<file path="config.mk">
export PLATFORM = sky130hd
export DESIGN_NAME = uart_tx_serial
export DESIGN_NICKNAME = d
export VERILOG_FILES = /design/src/rtl/uart_tx_serial.sv
export SDC_FILE = /design/constraint.sdc
export NUM_CORES = 1
export LEC_CHECK = 0
export CORE_ASPECT_RATIO = 1.4
export CORE_MARGIN = 8
export CORE_UTILIZATION = 34
export CTS_CLUSTER_SIZE = 16
export DETAILED_ROUTE_END_ITERATION = 12
export PLACE_DENSITY = 0.64
export SLEW_MARGIN = 20
export SYNTH_ARGS = -nofsm -noshare
export SYNTH_HDL_FRONTEND = slang
export SYNTH_SLANG_ARGS = --single-unit
</file>
<file path="constraint.sdc">
create_clock -name i_clk -period 5.6 [get_ports i_clk]
set_input_delay 0.84 -clock i_clk [delete_from_list [all_inputs] [get_ports i_clk]]
set_output_delay 0.84 -clock i_clk [all_outputs]
set_load 0.03 [all_outputs]
</file>
<file path="src/rtl/uart_tx_serial.sv">
// Byte-wide UART transmitter: one 8N1 / 8E1 / 8O1 frame per accepted write.
// Each bit lasts 4 prescaler ticks of max(i_div,1) clocks each.
module uart_tx_serial #(
    parameter int unsigned DIV_W = 16
) (
    input  logic             i_clk,
    input  logic             i_rst_l,
    input  logic             i_en_h,
    input  logic [DIV_W-1:0] i_div,
    input  logic [7:0]       i_tx_data,
    input  logic             i_we_h,
    input  logic             i_parity_en_h,
    input  logic             i_parity_type_el_oh,
    output logic             o_tx,
    output logic             o_busy_h
);

    typedef enum logic [2:0] {
        ST_IDLE,
        ST_START,
        ST_DATA,
        ST_PARITY,
        ST_STOP
    } state_t;

    state_t           state;
    logic [7:0]       data_q;
    logic             par_en_q;
    logic             par_bit_q;
    logic [DIV_W-1:0] div_q;
    logic [DIV_W-1:0] pre_cnt;
    logic [1:0]       tick_cnt;
    logic [2:0]       bit_idx;

    logic             pre_last_c;
    logic             bit_end_c;

    // Last clock of a tick, and last clock of the 4-tick bit.
    assign pre_last_c = (pre_cnt == div_q - DIV_W'(1));
    assign bit_end_c  = pre_last_c && (tick_cnt == 2'd3);

    always_ff @(posedge i_clk or negedge i_rst_l) begin
        if (!i_rst_l) begin
            state     <= ST_IDLE;
            data_q    <= '0;
            par_en_q  <= 1'b0;
            par_bit_q <= 1'b0;
            div_q     <= DIV_W'(1);
            pre_cnt   <= '0;
            tick_cnt  <= '0;
            bit_idx   <= '0;
            o_tx      <= 1'b1;
            o_busy_h  <= 1'b0;
        end else if (!i_en_h) begin
            state    <= ST_IDLE;
            pre_cnt  <= '0;
            tick_cnt <= '0;
            bit_idx  <= '0;
            o_tx     <= 1'b1;
            o_busy_h <= 1'b0;
        end else if (state == ST_IDLE) begin
            // Frame parameters are frozen here so later input changes cannot disturb the frame.
            if (i_we_h) begin
                state     <= ST_START;
                data_q    <= i_tx_data;
                par_en_q  <= i_parity_en_h;
                par_bit_q <= (^i_tx_data) ^ i_parity_type_el_oh;
                div_q     <= (i_div == '0) ? DIV_W'(1) : i_div;
                pre_cnt   <= '0;
                tick_cnt  <= '0;
                bit_idx   <= '0;
                o_tx      <= 1'b0;
                o_busy_h  <= 1'b1;
            end
        end else begin
            if (pre_last_c) begin
                pre_cnt  <= '0;
                tick_cnt <= tick_cnt + 2'd1;
            end else begin
                pre_cnt <= pre_cnt + DIV_W'(1);
            end

            if (bit_end_c) begin
                case (state)
                    ST_START: begin
                        state   <= ST_DATA;
                        bit_idx <= '0;
                        o_tx    <= data_q[0];
                    end
                    ST_DATA: begin
                        if (bit_idx == 3'd7) begin
                            bit_idx <= '0;
                            if (par_en_q) begin
                                state <= ST_PARITY;
                                o_tx  <= par_bit_q;
                            end else begin
                                state <= ST_STOP;
                                o_tx  <= 1'b1;
                            end
                        end else begin
                            bit_idx <= bit_idx + 3'd1;
                            o_tx    <= data_q[3'(bit_idx + 3'd1)];
                        end
                    end
                    ST_PARITY: begin
                        state <= ST_STOP;
                        o_tx  <= 1'b1;
                    end
                    ST_STOP: begin
                        state    <= ST_IDLE;
                        o_tx     <= 1'b1;
                        o_busy_h <= 1'b0;
                    end
                    default: begin
                        state    <= ST_IDLE;
                        o_tx     <= 1'b1;
                        o_busy_h <= 1'b0;
                    end
                endcase
            end
        end
    end

endmodule

</file>
== Yosys cells after proc, flatten, opt, wreduce, memory -nomap -nowiden ==
Cells that the tools add are included.
Cells by class
  reductions and logical operators: 11
  magnitude comparators: 1
  muxes and demuxes: 36
  $add $sub $neg: 4
  bitwise operators: 1
  eq/ne operators: 12
Operators by type and width (count)
  2-to-1 mux 16 bit: 5
  2-to-1 mux 3 bit: 11
  adder 16 x 1 -> 16 bit, second input constant: 1
  == test 16 bit: 1
  zero test 16 bit: 1
  subtractor 16 x 1 -> 16 bit, second input constant: 1
  2-to-1 mux 1 bit: 12
  AND reduction 3 bit: 4
  one-hot mux 3 bit (3 select lines): 1
  2-to-1 mux 2 bit: 4
  parity 8 bit: 1
  == test 3 x 2 -> 1 bit, second input constant: 2
  != test 3 x 1 -> 1 bit, second input constant: 2
  one-hot mux 3 bit (2 select lines): 1
  less-than comparator 3 x 4 -> 1 bit, second input constant: 1
  != test 4 x 1 -> 1 bit, second input constant: 1
  != test 4 bit, second input constant: 1
  AND reduction 2 bit: 2
  adder 3 x 1 -> 3 bit, second input constant: 1
  binary-select mux 1 bit (select 3 bit): 1
  == test 3 x 1 -> 1 bit, second input constant: 1
  == test 3 bit, second input constant: 1
  zero test 3 bit: 1
  != test 3 x 2 -> 1 bit, second input constant: 1
  other kinds (7): 7
Storage, ports and cells
  logic and storage cells: 75
  bits of input ports: 30
  output and inout bits: 2
  register bits after elaboration: 52

== Logic depth before layout (Yosys ltp) ==
  depth in word-level cells: 8
  depth in mapped cells: 11
  depth with buffers taken out: 10

== Least setup slack after synthesis ==
No wires, ideal clock.
  kind: flip-flop to flip-flop
  from: reg div_q[0]
  to: reg tick_cnt[0]
  slack: 3.017 ns
  stages on the path, launching flop included: 11
  setup time: 0.125 ns
  data arrival time: 2.459 ns
  path buffers: 1
  clock period less this slack: 2.583 ns
  data required time: 5.475 ns
  cell sequence: dfstp_2 > inv_1 > ha_1 > xnor2_1 > a311o_1 > a221oi_1 > o311ai_0 > nor3_2 > a22o_2 > buf_6 > mux2_2
Between the ends
  longest elaborated chain between the ends: 4
Ends and longest elaborated chain
  from (decl): RTL line 30  | logic [DIV_W-1:0] div_q;
  from (signal assigned): RTL line 68  | div_q <= (i_div == '0) ? DIV_W'(1) : i_div;
  subtractor 16 x 1 -> 16 bit: RTL line 39  | assign pre_last_c = (pre_cnt == div_q - DIV_W'(1));
  == test 16 bit: RTL line 39
  != test 3 x 1 -> 1 bit (no source line)
  AND reduction 2 bit (no source line)
  to (signal assigned): RTL line 78  | tick_cnt <= tick_cnt + 2'd1;
  to (decl): RTL line 32  | logic [1:0] tick_cnt;
No other way between the ends.
A chain may end at the register's enable or synchronous reset.

== Worst setup path in the final report ==
  from: reg div_q[3]
  to: reg bit_idx[2]
Between the ends
  longest elaborated chain between the ends: 5
Ends and longest elaborated chain
  subtractor 16 x 1 -> 16 bit: RTL line 39
  == test 16 bit: RTL line 39
  logical AND 1 bit: RTL line 40  | assign bit_end_c = pre_last_c && (tick_cnt == 2'd3);
  != test 3 x 1 -> 1 bit (no source line)
  AND reduction 3 bit (no source line)
  to (signal assigned): RTL line 101  | bit_idx <= bit_idx + 3'd1;
  to (decl): RTL line 33  | logic [2:0] bit_idx;
No other way between the ends.

==> impl_metrics.toml <==
[outcome]
outcome = "finished, final reports clean"

[clocking]
hold_buffers = 0
clockRootBuffer = "clkbuf_16"
clock-sinks = 52
cts.htree.levels = 2
clk_pin_slew_ns = 0.07
max-clock-path-buffers = 2
cts_made_buffers = 5
clk_latency_ns = 0.29
cts_setup_buffers = 0
tritoncts = "yes"
cts_resized = 0

[sta]
relSlewSlack_pct = 44.1
tightestPinTransition_ns = 0.839
maxSlewViolCount = 0
grt_setup_unrepaired = "no"
fmax_mhz = 312
min_period_ns = 3.20
hold_viol_final = 0
setup_slack_ns = 2.40
finalClockSkew_ns = 0.00910
finalHoldWorstSlack_ns = 0.501
fin_tns_setup_ns = 0
min_period_over_period_pct = 57.2
setup_violations = 0

[final_layout]
finalInstanceArea_um2 = 3760
drive_gt1_share_pct = 14.9
layout.area.seq_um2 = 1300
multiInputGateArea_um2 = 1780
final_nets = 377
antenna_cells = 0
fill_cells = 888
area_growth_pct = 17.8

[grt]
grt_start_max_net_pins = 53
grt_pass1_vias = 2583
grt_pass1_wl_mm = 13.0
antenna_found_initial = 0
overflow = 0
grt_usage_pct = 12.8

[yosys]
syn_inst = 312
synthArstFlopShare_pct = 100
yosysUniqueCellTypes = 60
synth_area_per_cell_um2 = 10.2
seq_area_frac_synth_pct = 40.8
synth_enable_flop_cells = 0
synth_nets = 347
syn-cell-area_um2 = 3190
ys_seq_elements = 52
synth_warnings = 0
synth_flop_cell = "dfrtp_1"

[power]
cellPowerDensity_nw_per_um2 = 412
ir_drop_v = 0.000199
p_leak_uw = 0.00155

[worst_setup_path]
r2r_start = "div_q[3]"
worstSetupPathType = "register to register"
crit_fanout = 12
cp-end-kind = "register"
critPathLaunchType = "register"
cp.required_ns = 5.78
worstSetupStartpoint = "div_q[3]"
crit_arrival_ns = 3.38

[floorplan]
die_width_um = 97.9
die_h_um = 131
coreArea_um2 = 9300
rows = 42
io_pins = 32
start_util_pct = 34.3
die_area_um2 = 12800

[placed_design]
dp_slack_ns = 2.37
gp_congestion = 0.823
portBuffers = 31
hpwl_mm = 5.68
place_area_um2 = 3600

[drt]
drc_errors = 0
dr.pass1.iters = 4
wl_per_cell_um = 16.9
post_drt_via_cell_ratio = 5.49
wl_mm = 7.65
num_vias = 2482
final_antenna_net_count = 0
drtIter0Drc = 158

[min_path]
worstHoldStart = "data_q[7]"
worstHoldPathType = "register to register"

[run]
maxCapViolations = 0
-- routing by layer --
metal	routed length [µm]	share of wire, %	track usage [%]
met2	3960	52	22.8
met5	0	0	0
met3	285	3.7	2.86
met4	184	2.4	5.89
met1	3220	42	14.2
-- cell type report --
class / instances / share of cell area [%]
Sequential cell: 52 / 34.7
Multi-Input combinational cell: 237 / 47.4
Clock inverter: 1 / 0.799
Timing Repair Buffer: 35 / 8.92
Tap cell: 110 / 3.66
Clock buffer: 6 / 3.43
Inverter: 11 / 1.10
-- flip-flops by register name, indices dropped and copies added (netlist names) --
register and count:
pre_cnt 16, state 3, par_en_q 1, bit_idx 3, par_bit_q 1, o_busy_h 1
tick_cnt 2, data_q 8, div_q 16, o_tx 1
-- cell usage after synthesis, types with 6 or more instances --
master	number	area, µm²
nor2b_1	6	37.5
dfrtp_1	50	1250
and3_1	9	56.3
a31oi_1	6	37.5
inv_1	11	41.3
nor3_1	7	35.0
mux2_2	26	293
nand3_1	13	65.1
o21ai_0	13	65.1
xnor2_1	22	193
nand2_1	12	45.0
nor4_1	7	43.8
clkbuf_1	7	26.3
xor2_1	11	96.3
nor2_1	22	82.6
nand4_1	6	37.5
-- critical path: stages, from the launching register on --
cell and delay (ns):
dfrtp_1 0.48, or4_4 0.59, nor3b_1 0.33, nor4_1 0.11
o2bb2ai_1 0.24, nor2_2 0.06, a21oi_1 0.66, nand2b_4 0.30
mux2_4 0.30
-- stage by stage --
stage	utilization [%]	std cells	power, µW
floorplan	-	312	1060
global placement	38.7	445	1200
detailed placement	38.7	445	1210
CTS	40.4	452	1560
global route	40.4	452	1660
finish	40.4	452	1550
-- power breakdown --
part	total, µW	internal, µW	switching (µW)
Combinational	558	294	264
Sequential	650	496	154
Clock	341	209	132
Total	1550	999	550
-- cell usage in the layout (no fill, tap or decap), types with 7 or more instances in the layout --
master,synthesis,routed
dfrtp_1,50,50
clkdlybuf4s50_1,0,30
mux2_2,26,26
xnor2_1,22,22
nor2_1,22,22
nand3_1,13,13
o21ai_0,13,13
nand2_1,12,12
inv_1,11,11
xor2_1,11,11
and3_1,9,9
nor3_1,7,7
nor4_1,7,7
-- worst paths after layout --
path / endpoint / slack, ns / depth (start not counted)
setup / recovery: bit_idx[2] / 2.40 / 8
hold / removal: data_q[7] / 0.50 / 1
setup reg to reg: bit_idx[2] / 2.40 / 8
hold reg to reg: data_q[7] / 0.50 / 1
max in group asynchronous: pre_cnt[6] / 4.47 / 2
min in group asynchronous: pre_cnt[12] / 0.67 / 2
-- logic make-up (layout without fill, tap and decap cells) --
group	Yosys count	count (layout)	share of synthesized area, %
simple gates	114	114	20.7
flops	52	52	40.8
compound gates	50	50	10.8
mux	35	35	13.2
xor+xnor	33	33	9.06
buf+inv	23	53	3.33
fa+ha+maj	5	5	1.96
Note: power is estimated with default switching activity, not from simulation.
